$ cat config.mk
export PLATFORM = sky130hd
export DESIGN_NAME = step_rate_histogram
export DESIGN_NICKNAME = d
export VERILOG_FILES = /design/src/rtl/step_rate_histogram.sv
export SDC_FILE = /design/constraint.sdc
export NUM_CORES = 1
export LEC_CHECK = 0
export BUFFER_PORTS_ARGS = -buffer_cell sky130_fd_sc_hd__buf_2
export CAP_MARGIN = 0
export CORE_MARGIN = 2
export CORE_UTILIZATION = 43
export DETAILED_ROUTE_END_ITERATION = 8
export PLACE_DENSITY = 0.6
export SYNTH_ARGS = -nofsm -noshare
export SYNTH_HDL_FRONTEND = slang
export SYNTH_SLANG_ARGS = --single-unit
$ cat constraint.sdc
create_clock -name clk -period 13.16 [get_ports clk]
set_input_delay 2.632 -clock clk [delete_from_list [all_inputs] [get_ports clk]]
set_output_delay 2.632 -clock clk [all_outputs]
set_load 0.01 [all_outputs]
$ cat src/rtl/step_rate_histogram.sv
// Step-rate histogram: counts synchronised step edges, measures steps per fixed
// window and accumulates one second of activity time into a rate bin per
// non-empty window. Bins are read back combinationally via rd_bin.
module step_rate_histogram #(
  parameter int unsigned TICK_DIV      = 166667,
  parameter int unsigned TICKS_PER_WIN = 600,
  parameter int unsigned NUM_BINS      = 8,
  parameter int unsigned RATE_STEP     = 4,
  parameter int unsigned RATE_W        = 8,
  parameter int unsigned TIME_W        = 17,
  parameter int unsigned STEP_W        = 24,
  parameter int unsigned MIN_ACTIVE    = 1
) (
  input  logic                        clk,
  input  logic                        rst,
  input  logic                        X,
  input  logic                        clear,
  input  logic [$clog2(NUM_BINS)-1:0] rd_bin,
  output logic [TIME_W-1:0]           rd_seconds,
  output logic [STEP_W-1:0]           total_steps,
  output logic [RATE_W-1:0]           last_rate,
  output logic                        window_done,
  output logic                        active
);

  localparam int unsigned PW    = (TICK_DIV > 1) ? $clog2(TICK_DIV) : 1;
  localparam int unsigned TW    = (TICKS_PER_WIN > 1) ? $clog2(TICKS_PER_WIN) : 1;
  localparam int unsigned BW    = $clog2(NUM_BINS);
  localparam int unsigned SHIFT = $clog2(RATE_STEP);

  logic              x_meta_q, x_sync_q, x_prev_q;
  logic              step_edge;
  logic [PW-1:0]     presc_q;
  logic [TW-1:0]     tick_cnt_q;
  logic              tick, win_close;
  logic [RATE_W-1:0] win_steps_q;
  logic [RATE_W-1:0] win_n;
  logic [RATE_W-1:0] rate_shr;
  logic [BW-1:0]     bin_idx;
  logic [STEP_W-1:0] total_q;
  logic [RATE_W-1:0] last_rate_q;
  logic              window_done_q, active_q;
  logic [TIME_W-1:0] bin_q [NUM_BINS];

  // Two-flop synchroniser plus previous-value flop for rising-edge detection.
  // Not touched by clear, so an edge landing on a clear cycle is simply lost.
  always_ff @(posedge clk or posedge rst) begin
    if (rst) begin
      x_meta_q <= 1'b0;
      x_sync_q <= 1'b0;
      x_prev_q <= 1'b0;
    end else begin
      x_meta_q <= X;
      x_sync_q <= x_meta_q;
      x_prev_q <= x_sync_q;
    end
  end

  assign step_edge = x_sync_q & ~x_prev_q;
  assign tick      = (presc_q == PW'(TICK_DIV - 1));
  assign win_close = tick && (tick_cnt_q == TW'(TICKS_PER_WIN - 1));

  // Closing-window count includes a step edge arriving on the close cycle.
  always_comb begin
    win_n = win_steps_q;
    if (step_edge && !(&win_steps_q)) win_n = win_steps_q + RATE_W'(1);
    rate_shr = win_n >> SHIFT;
    if (32'(rate_shr) >= NUM_BINS) bin_idx = BW'(NUM_BINS - 1);
    else                           bin_idx = BW'(rate_shr);
  end

  // Prescaler and tick counter forming the measurement window timebase.
  always_ff @(posedge clk or posedge rst) begin
    if (rst) begin
      presc_q    <= '0;
      tick_cnt_q <= '0;
    end else if (clear) begin
      presc_q    <= '0;
      tick_cnt_q <= '0;
    end else begin
      presc_q <= tick ? '0 : presc_q + PW'(1);
      if (tick) tick_cnt_q <= win_close ? '0 : tick_cnt_q + TW'(1);
    end
  end

  // Step totals, per-window count and window-close results.
  always_ff @(posedge clk or posedge rst) begin
    if (rst) begin
      total_q       <= '0;
      win_steps_q   <= '0;
      last_rate_q   <= '0;
      window_done_q <= 1'b0;
      active_q      <= 1'b0;
    end else if (clear) begin
      total_q       <= '0;
      win_steps_q   <= '0;
      last_rate_q   <= '0;
      window_done_q <= 1'b0;
      active_q      <= 1'b0;
    end else begin
      window_done_q <= win_close;
      if (step_edge && !(&total_q)) total_q <= total_q + STEP_W'(1);
      if (win_close) begin
        last_rate_q <= win_n;
        active_q    <= (32'(win_n) >= MIN_ACTIVE);
        win_steps_q <= '0;
      end else begin
        win_steps_q <= win_n;
      end
    end
  end

  // Histogram accumulators; idle windows (n == 0) leave every bin untouched.
  always_ff @(posedge clk or posedge rst) begin
    if (rst) begin
      for (int i = 0; i < NUM_BINS; i++) bin_q[i] <= '0;
    end else if (clear) begin
      for (int i = 0; i < NUM_BINS; i++) bin_q[i] <= '0;
    end else begin
      for (int i = 0; i < NUM_BINS; i++) begin
        if (win_close && (win_n != '0) && (bin_idx == BW'(i)) && !(&bin_q[i])) begin
          bin_q[i] <= bin_q[i] + TIME_W'(1);
        end
      end
    end
  end

  // Bin readout; an index with no matching bin reads as zero.
  always_comb begin
    rd_seconds = '0;
    for (int i = 0; i < NUM_BINS; i++) begin
      if (rd_bin == BW'(i)) rd_seconds = bin_q[i];
    end
  end

  assign total_steps = total_q;
  assign last_rate   = last_rate_q;
  assign window_done = window_done_q;
  assign active      = active_q;

endmodule

==> summary.md <==
| Metric | Value |
|---|---|
| Top cells by area, synth | `dfrtp_1 44%, xor2_1 6.8%, nor2_1 6.4%` |
| Number of global-route vias before repair | `9062` |
| Combinational cell fraction of total power | `0.039` |
| Synth Flop Type | `dfrtp_1` |
| Top Ports | `58` |
| Most used cell, CP | `buf_2` |
| Gate count of the mapped netlist | `1297` |
| Std-Cell Rows | `60` |
| Clk_skew | `14.6 ps` |
| Critical path class | `input pin to primary output` |
| Unrepaired setup endpoints after global routing | `false` |
| CP max FO | `56` |
| Slew at the pin with the worst max-slew slack | `1350 ps` |
| Starting Density | `0.440` |
| CP top delay family | `buffers and inverters` |
| Final core utilization | `0.489` |
| WP data required | `10530 ps` |
| Clock network power share | `0.482` |
| Register area share after synthesis | `0.439` |
| Crit share post-route | `0.549` |
| Crit path largest cell delay | `630 ps` |
| Synth async-reset ratio | `1.00` |
| Pre-CTS setup slack | `5990 ps` |
| First DRT Iteration DRCs | `930` |
| Run status | `finished, final reports clean` |
| Final hold slack | `360 ps` |
| Slew Viols, Final | `0` |
| Total Wirelength | `32.2 mm` |
| Switch share | `0.228` |
| Hold Crit Depth | `0` |
| WHS Endpoint | `x_sync_q` |
| Critical path buffers and inverters | `3` |
| Die Span X | `171 µm` |
| Seq pwr share | `0.479` |
| Die Ht | `171 µm` |
| Synth warn | `0` |
| Sink Count | `209` |
| Worst path slowest cell | `buf_4` |
| Post_cts resized | `0` |
| Placed inst area | `12500 µm²` |
| Core area | `27100 µm²` |
| RD Place Congestion | `0.904` |
| Post-route cell area | `13300 µm²` |
| Critical Path Start Type | `input pin` |
| Number of nets in the layout | `1354` |
| Clk slew on worst S/H paths | `60 ps` |
| Synthesized area per cell | `9.19 µm²` |
| CTS tree | `yes` |
| Synthesized area | `11900 µm²` |
| Synth cell types | `60` |
| Layout cells sized above 1 | `0.102` |
| Static leakage | `5.75 nW` |
| Global route total overflow | `0` |
| Placed cell count | `1671` |
| Drt drc | `0` |
| Clk buf depth | `3` |
| Setup bufs post-CTS | `0` |
| Hold_sp | `x_meta_q` |
| Crit path time final | `7220 ps` |
| ANT cells | `0` |
| Area share of the largest cell type after synthesis | `0.439` |
| PnR worst setup slack | `5940 ps` |
| Setup crit end kind | `primary output` |
| Avg Vias per Cell | `5.64` |
| Fmax | `0.138 GHz` |
| CTS root buffer | `clkbuf_16` |
| Largest net degree at the start of global routing | `132` |
| Slew headroom | `0.0959` |
| Switching power | `0.308 mW` |
| CTS buffer count | `25` |
| Syn nets | `1325` |
| Clk Latency, worst-skew pair | `520 ps` |
| Drt first pass iters | `6` |
| Hold Vio Cnt, Final | `0` |
| Fin cells | `1709` |
| DP HPWL | `22.6 mm` |
| Worst VDD drop | `0.000107 V` |
| Largest area contributor in the netlist | `dfrtp_1` |
| Post-synth EDFFs | `0` |
| Reg2reg path depth | `10` |
| Worst min-delay path category | `flip-flop to flip-flop` |
| ANT nets after route | `0` |
| Max Cap Viol | `0` |
| Flop-to-flop setup slack | `9510 ps` |
| Synthesized flop and latch total | `209` |
| Port bufs | `57` |
| Final setup TNS | `0 ps` |
| Finish-stage setup viols | `0` |
| Via count | `9643` |
| R2R Path End | `bin_q[107]` |
| CP Cell Sequence | `buf_2, buf_4, nor2b_1, a22o_1, nand2_1, o221ai_1, buf_2` |
| Reg2reg start | `presc_q[0]` |
| Area Growth Syn to Fin | `11.2%` |
| Critical path data arrival time | `4590 ps` |
| Internal power | `1.04 mW` |
| PwrDens | `102 nW/µm²` |
| Tot Pwr | `1.35 mW` |
| Hold_buf cts | `0` |
| H-tree Lvls | `1` |
| Area of the die | `29100 µm²` |
| GRT Util Overall | `0.224` |
| Antenna violations before repair | `1` |
| First-pass GRT wire length | `51.3 mm` |
| Routed len/inst | `18.8 µm` |
## cell usage after synthesis (11+ instances only)
cell and number:
ha_1 21, and2_1 12, xor2_1 93, nor2_1 203, nor4_1 29, nor3_1 23, nor2b_1 12, nand2_1 99
or3_1 11, and3_1 54, mux2_2 17, inv_1 21, o21ai_0 16, nand3_1 99, nand4_1 45, and4_1 16
mux2i_1 29, dfrtp_1 209, xnor2_1 52, a21oi_1 50, clkbuf_1 50, o21ai_1 16
## cells in the final DEF (no fill, tap or decap), drive strengths merged, types with 16 or more instances in the layout
cell type,synthesis,layout
nand4,45,45
nand3,99,99
clkbuf,50,34
inv,21,22
xnor2,52,52
dfrtp,209,209
nor4,29,29
nor3,28,28
o21ai,32,32
nor2,203,203
ha,21,21
mux2,20,20
xor2,93,93
and3,54,54
nand2,100,100
and4,16,16
a21oi,50,50
mux2i,29,29
buf,14,66
## worst reg2reg max path, stage by stage, from the launching register on
cell and delay, ps:
dfrtp_1 410, inv_1 70, ha_1 150, nor4b_1 400
nand3_1 200, nor4_2 160, buf_4 230, nand3_1 690
or2_1 590, or4_1 520, a21oi_1 150
## cells by family (layout without fill, tap and decap cells)
logic type | count (synthesis) | in the layout | synth area share
simple gates | 643 | 643 | 0.275
fa+ha+maj | 21 | 21 | 0.0220
flops | 209 | 209 | 0.439
mux | 57 | 57 | 0.0583
buf+inv | 85 | 125 | 0.0277
xor+xnor | 145 | 145 | 0.107
compound gates | 137 | 137 | 0.0720
## area by class of cell
type | instances | area [µm²]
fill | 2530 | 13800
multi-input combinational | 1003 | 6370
sequential | 209 | 5230
clock buffer | 34 | 699
tap | 372 | 465
timing repair buffer | 66 | 359
inverter | 21 | 86.3
clock inverter | 4 | 48.8
## metal layers
| metal | track usage | vias to the layer above | routed length [µm] |
|---|---|---|---|
| met4 | 0.0717 | 0 | 1030 |
| li1 | - | 4648 | - |
| met5 | 0 | - | 0 |
| met1 | 0.316 | 4708 | 14800 |
| met2 | 0.355 | 226 | 14800 |
| met3 | 0.0317 | 61 | 1570 |
## how the worst max path moves through the flow
stage	startpoint	endpoint	depth (start not counted)
6_report	rd_bin[0]	rd_seconds[16]	7
5_1_grt	rd_bin[0]	rd_seconds[16]	7
4_1_cts	rd_bin[0]	rd_seconds[9]	7
3_5_place_dp	rd_bin[0]	rd_seconds[9]	7
3_3_place_gp	rd_bin[0]	rd_seconds[9]	7
2_1_floorplan	rst	active	1
## state kept, by name (all words and copies together), names as in the netlist
name,flops
x_meta_q,1
total_steps,24
win_steps_q,8
bin_q,136
last_rate,8
active,1
tick_cnt_q,10
x_sync_q,1
presc_q,18
window_done,1
x_prev_q,1
## power by group through the flow
stage / Combinational, mW / Sequential [mW] / Clock, mW
5_1_grt: 0.0593 / 0.647 / 0.692
6_report: 0.0527 / 0.647 / 0.650
3_3_place_gp: 0.0534 / 0.659 / 0
3_5_place_dp: 0.0538 / 0.659 / 0
2_1_floorplan: 0.0398 / 0.658 / 0
4_1_cts: 0.0539 / 0.647 / 0.663
Power figures use the tool's default switching activity.
